$ cat src/rtl/conv_pkg.sv
// Shared constants and types for the convolution result writer.
//   DATA_W  : width of one convolution result
//   NUM_OUT : results per frame (2x2 output map)
//   IDX_W   : width of the buffer write index
//   state_e : writer FSM states
package conv_pkg;

  localparam int unsigned DATA_W  = 12;
  localparam int unsigned NUM_OUT = 4;
  localparam int unsigned IDX_W   = 2;

  typedef enum logic [0:0] {
    FILL = 1'b0,
    HOLD = 1'b1
  } state_e;

endpackage : conv_pkg

$ cat src/rtl/conv_dff.sv
// D flip-flop primitive with synchronous active-high reset to zero.
//   clk   : clock, rising edge
//   reset : synchronous clear
//   d     : next value
//   q     : registered value
module conv_dff #(
  parameter int unsigned W = 1
) (
  input  logic         clk,
  input  logic         reset,
  input  logic [W-1:0] d,
  output logic [W-1:0] q
);

  always_ff @(posedge clk) begin
    if (reset) begin
      q <= '0;
    end else begin
      q <= d;
    end
  end

endmodule : conv_dff

$ cat src/rtl/wr_index_counter.sv
// Wrapping up-counter for the frame buffer write index.
//   clk   : clock, rising edge
//   reset : synchronous clear to 0
//   en    : increment (wraps at 2^W)
//   clr   : synchronous clear to 0, priority over en
//   cnt_o : current index
module wr_index_counter #(
  parameter int unsigned W = conv_pkg::IDX_W
) (
  input  logic         clk,
  input  logic         reset,
  input  logic         en,
  input  logic         clr,
  output logic [W-1:0] cnt_o
);

  logic [W-1:0] cnt_d;
  logic [W-1:0] cnt_q;

  // Next index: clear wins, otherwise count on enable.
  always_comb begin
    cnt_d = cnt_q;
    if (clr) begin
      cnt_d = '0;
    end else if (en) begin
      cnt_d = cnt_q + W'(1);
    end
  end

  conv_dff #(.W(W)) u_cnt_reg (
    .clk   (clk),
    .reset (reset),
    .d     (cnt_d),
    .q     (cnt_q)
  );

  assign cnt_o = cnt_q;

endmodule : wr_index_counter

$ cat src/rtl/conv_result_writer.sv
// Collects NUM_OUT convolution results into a frame buffer, tracks the
// maximum result on the fly and holds the complete frame until acknowledged.
//   clk, reset   : clock and synchronous active-high reset
//   in_valid     : in_data carries a result
//   in_data      : unsigned convolution result
//   in_ready     : writer accepts in_data (FILL state)
//   out_valid    : complete frame held (HOLD state)
//   out_frame    : entry k at bits [k*DATA_W +: DATA_W]
//   out_ack      : consumer takes the held frame
//   out_max      : largest result in the frame
//   out_max_idx  : index of out_max, lowest index on ties
//   frame_done   : one-cycle pulse when out_valid rises
module conv_result_writer
  import conv_pkg::*;
#(
  parameter int unsigned DATA_W  = conv_pkg::DATA_W,
  parameter int unsigned NUM_OUT = conv_pkg::NUM_OUT
) (
  input  logic                      clk,
  input  logic                      reset,
  input  logic                      in_valid,
  input  logic [DATA_W-1:0]         in_data,
  output logic                      in_ready,
  output logic                      out_valid,
  output logic [NUM_OUT*DATA_W-1:0] out_frame,
  input  logic                      out_ack,
  output logic [DATA_W-1:0]         out_max,
  output logic [IDX_W-1:0]          out_max_idx,
  output logic                      frame_done
);

  state_e             state_q;
  state_e             state_d;
  logic [IDX_W-1:0]   wr_idx;
  logic               xfer;
  logic               last_xfer;
  logic               ack_take;
  logic [DATA_W-1:0]  buf_q [NUM_OUT];
  logic [DATA_W-1:0]  max_q;
  logic [IDX_W-1:0]   max_idx_q;
  logic               frame_done_q;

  assign xfer      = in_valid && in_ready;
  assign last_xfer = xfer && (wr_idx == IDX_W'(NUM_OUT - 1));
  assign ack_take  = (state_q == HOLD) && out_ack;

  // Write index; cleared on acknowledge so the next frame starts at entry 0.
  wr_index_counter #(.W(IDX_W)) u_wr_idx (
    .clk   (clk),
    .reset (reset),
    .en    (xfer),
    .clr   (ack_take),
    .cnt_o (wr_idx)
  );

  // FSM state register.
  always_ff @(posedge clk) begin
    if (reset) begin
      state_q <= FILL;
    end else begin
      state_q <= state_d;
    end
  end

  // FSM next state.
  always_comb begin
    state_d = state_q;
    unique case (state_q)
      FILL:    if (last_xfer) state_d = HOLD;
      HOLD:    if (out_ack)   state_d = FILL;
      default: state_d = FILL;
    endcase
  end

  // FSM outputs decoded from the state register.
  always_comb begin
    in_ready  = 1'b0;
    out_valid = 1'b0;
    unique case (state_q)
      FILL:    in_ready  = 1'b1;
      HOLD:    out_valid = 1'b1;
      default: in_ready  = 1'b0;
    endcase
  end

  // Frame buffer; only written on accepted transfers, so HOLD keeps it stable.
  always_ff @(posedge clk) begin
    if (reset) begin
      for (int k = 0; k < int'(NUM_OUT); k++) begin
        buf_q[k] <= '0;
      end
    end else if (xfer) begin
      buf_q[wr_idx] <= in_data;
    end
  end

  // Running max: first transfer loads, later ones replace only if strictly
  // greater, which yields the lowest index on ties.
  always_ff @(posedge clk) begin
    if (reset) begin
      max_q     <= '0;
      max_idx_q <= '0;
    end else if (xfer) begin
      if (wr_idx == '0 || in_data > max_q) begin
        max_q     <= in_data;
        max_idx_q <= wr_idx;
      end
    end
  end

  always_ff @(posedge clk) begin
    if (reset) begin
      frame_done_q <= 1'b0;
    end else begin
      frame_done_q <= last_xfer;
    end
  end

  // Flatten the buffer onto the output bus.
  always_comb begin
    out_frame = '0;
    for (int k = 0; k < int'(NUM_OUT); k++) begin
      out_frame[k*DATA_W +: DATA_W] = buf_q[k];
    end
  end

  assign out_max     = max_q;
  assign out_max_idx = max_idx_q;
  assign frame_done  = frame_done_q;

endmodule : conv_result_writer

$ cat config.mk
export PLATFORM = sky130hd
export DESIGN_NAME = conv_result_writer
export DESIGN_NICKNAME = d
export VERILOG_FILES = /design/src/rtl/conv_pkg.sv /design/src/rtl/conv_dff.sv /design/src/rtl/wr_index_counter.sv /design/src/rtl/conv_result_writer.sv
export SDC_FILE = /design/constraint.sdc
export NUM_CORES = 1
export LEC_CHECK = 0
export CAP_MARGIN = 20
export CORE_UTILIZATION = 44
export DETAILED_ROUTE_END_ITERATION = 16
export HOLD_SLACK_MARGIN = 0.06
export PLACE_DENSITY = 0.81
export SLEW_MARGIN = 30
export SYNTH_ARGS = -nofsm -noshare
export SYNTH_HDL_FRONTEND = slang
export SYNTH_SLANG_ARGS = --single-unit
$ cat constraint.sdc
create_clock -name clk -period 2.1 [get_ports clk]
set_input_delay 0.21 -clock clk [delete_from_list [all_inputs] [get_ports clk]]
set_output_delay 0.21 -clock clk [all_outputs]
set_load 0.02 [all_outputs]
==> metrics.md <==
| Metric | Value |
|---|---|
| Setup Crit Path Kind | reg2reg |
| Clock-pin slew on the worst setup and hold paths | approximately 0.08 ns |
| Routability congestion estimate | roughly 0.8 |
| Wire length on met3 | 628 µm |
| Routed WL | between 8000 and 9000 µm |
| Slew Viols, Final | 0 |
| CP max FO | 14 |
| Pre-CTS setup slack | -0.398 ns |
| Area of the multi-input gates | between 1000 and 1500 µm² |
| Headroom to the max-slew limit | a little under half |
| Post-Synth XOR/XNOR Area | 0% |
| Final period util | a little over nine tenths |
| Drt first-iter violations | between 150 and 200 |
| Comb pwr share | between 15 and 20% |
| Initial antenna violation count | 0 |
| Fillcell total | between 400 and 500 |
| Inserted Diodes | 0 |
| Design area | 4620 µm² |
| Post-Synth Adder-Cell Area | roughly 5.6% |
| Yosys cell types | 27 |
| Via-to-Cell Ratio | 5.47 |
| Peak VDD IR | between 0.0003 and 0.0004 V |
| Final Hold Viols | 0 |
| Status | completed |
| Post-route insts no fill | 470 |
| First-pass GRT wire length | 12300 µm |
| Worst-Margin Slew | roughly 0.8 ns |
| Worst Setup SP | out_max[1] |
| Largest family of logic cells by synthesized area | simple AND/OR/NAND/NOR gates |
| WHS | about 0.43 ns |
| Layout Nets | ~400 |
| Gr ovfl total | 0 |
| Max frequency | 481 MHz |
| Synthesized netlist cell count | between 200 and 300 |
| Setup tns final | 0 ns |
| Critical R2R Capture | out_max[10] |
| Final WS setup | about 0.021 ns |
| Worst setup EP type | register |
| Wire per inst | approximately 18 µm |
| Clock Path Buffers | 2 |
| Post-DP Area | 4180 µm² |
| Htree depth | 3 |
| Largest net degree at the start of global routing | 29 |
| Number of global-route vias before repair | 2415 |
| Clock Skews | between 0.008 and 0.009 ns |
| Clk pwr share | 37.9% |
| Switching Fraction | 26.0% |
| Post-Route M1 WL | 3560 µm |
| Post-synthesis sequential area ratio | a little under 60% |
| CTS tree | done |
| Hold Startpoint | in_data[1] |
| FP Rows | 30 |
| DIE WIDTH | between 80 and 90 µm |
| Min Tclk post-route | between 2 and 2.5 ns |
| FF+latch area | around 1800 µm² |
| Avg Inst Size Synth | approximately 12 µm² |
| Setup-failing EPs final | 0 |
| Overall Power | ~3.4 mW |
| DR pass1 iterations | 4 |
| Mux cell area share after synthesis | 0% |
| PwrDens | 746 nW/µm² |
| Leakage Power | ~1.7 nW |
| Cells after DPL | 447 |
| YS warnings | 0 |
| CTS Buf Count | 9 |
| Critical Path RT | between 2 and 2.5 ns |
| I/O pins | 81 |
| Clk Latency, worst-skew pair | 0.35 ns |
| Core Util, Final | 67.6% |
| Hold path depth | 3 |
| Port Buffers | 80 |
| Clock Sinks | 66 |
| Simple-Gate Fraction of Synth Area | between 20 and 25% |
| Die Ht | between 80 and 90 µm |
| Max-cap violations | 0 |
| Critical path arrival | 2.34 ns |
| Core ar. | slightly below 7000 µm² |
| R2R setup slack | between 0.02 and 0.025 ns |
| Initial Util | between 40 and 50% |
| Syn Std Cell Area | between 3000 and 4000 µm² |
| Syn_nets | 296 |
| Seq cells post-synth | 66 |
| P_sw | around 0.9 mW |
| R2R cell count | 8 |
| Clk root buf | clkbuf_8 |
| Hold Path Sink | buf_q[0][1] |
| RR Startpoint | out_max[1] |
| Layout area overhead | 47.8% |
| Die Area | 7440 µm² |
| Compound-Gate Fraction of Synth Area | between 10% and 20% |
| GRT Overall Usage | a little over a fifth |
| Final ANT Viol Nets | 0 |
| Sequential share of power | 44.1% |
| HP Class | in2reg |
| Top layer used by detailed routing | met4 |
| Share of layout cells above drive strength 1 | a little under a fifth |
| HPWL Detailed | about 5400 µm |
| Pint | 2.55 mW |
| Startpoint type of the worst setup path | register |
| RSZ-0062 raised after global routing | true |
| Routed via count | ~2600 |
| Routed wire length on met2 | ~4200 µm |
| Drt drc | 0 |
-- sequential cells by signal, summed over array words and instances, names as in the netlist --
name                  cells
buf_q                    48
out_max                  12
out_max_idx               2
u_wr_idx.u_cnt_reg.q      2
frame_done                1
state_q                   1
-- layout by cell type, fill, tap and decap left out, types with 8 or more instances in the layout --
master / instances
and2_1: 49
clkbuf_8: 9
nor2b_1: 13
nor2_1: 8
inv_1: 14
o311ai_0: 9
buf_4: 21
edfxtp_1: 48
o211ai_1: 15
dfxtp_1: 14
ha_1: 11
nand2b_1: 14
clkdlybuf4s50_1: 77
-- worst max-delay path, stage by stage (launching register included) --
cell	delay, ns
dfxtp_2	0.35
inv_2	0.05
ha_4	0.20
nor2b_1	0.12
o211ai_1	0.31
a21oi_4	0.14
clkbuf_16	0.19
or4_1	0.53
o211ai_1	0.11
-- worst max path at each step --
stage,end,slack (ns),cells after the start
finish,out_max[10],0.02,8
global placement,out_max[10],-0.32,7
detailed placement,out_max[2],-0.40,7
global route,out_max[10],-0.05,8
CTS,out_max[2],0.01,8
floorplan,out_max[10],0.02,8
-- cell usage after synthesis --
master / instances / area share, %
a31o_2: 1 / 0.28
o311ai_0: 14 / 3.9
buf_6: 1 / 0.36
a22oi_1: 1 / 0.24
o211ai_1: 15 / 3.6
nor2b_1: 13 / 2.6
and2_1: 49 / 9.8
a211o_4: 1 / 0.56
clkbuf_1: 16 / 1.9
and4_1: 1 / 0.28
ha_1: 14 / 5.6
or2_2: 3 / 0.60
a21boi_1: 1 / 0.24
nor4_1: 3 / 0.60
nand2b_1: 14 / 2.8
o31a_1: 1 / 0.28
dfxtp_1: 18 / 12
nand3_1: 1 / 0.16
a21o_1: 2 / 0.48
edfxtp_1: 48 / 46
nor3_1: 1 / 0.16
a21oi_1: 6 / 0.96
nand4_1: 2 / 0.40
nor2_1: 8 / 0.96
inv_1: 15 / 1.8
nand2_1: 3 / 0.36
or4_1: 14 / 3.4
-- routing by layer --
metal  vias to the layer above  GRT usage, %
met4                         0          7.12
met5                         -             0
met3                        23          7.14
met1                      1221          28.0
met2                       141          35.3
li1                       1187             -
-- power by group through the flow --
| stage | clock network [mW] | registers (mW) | logic [mW] |
|---|---|---|---|
| floorplan | 0 | 1.64 | 0.178 |
| global placement | 0 | 1.55 | 0.532 |
| detailed placement | 0 | 1.55 | 0.549 |
| CTS | 1.30 | 1.52 | 0.560 |
| global route | 1.36 | 1.53 | 0.662 |
| finish | 1.31 | 1.52 | 0.620 |
-- what timing repair did --
item                       CTS  global route
hold buffers                 0             0
gates cloned                 1             4
setup endpoints to repair   14            14
hold endpoints to repair     0             0
setup buffers                0             2
pin swaps                    1            15
gates resized for setup      2            27
-- logic make-up (layout without fill, tap and decap cells) --
logic type | Yosys count | count (layout)
buffers and inverters | 32 | 137
AND/OR/NAND/NOR | 112 | 112
flip-flops | 66 | 66
AO/OA/AOI/OAI | 42 | 45
adder cells (fa/ha/maj) | 14 | 14
-- final cells by class --
class / instances / share of cell area, %
inverter: 15 / 1.22
sequential: 66 / 39.1
clock inverter: 7 / 2.55
clock buffer: 9 / 2.68
multi-input combinational: 171 / 28.7
tap: 96 / 2.60
timing repair buffer: 106 / 23.1
Power figures use the tool's default switching activity.
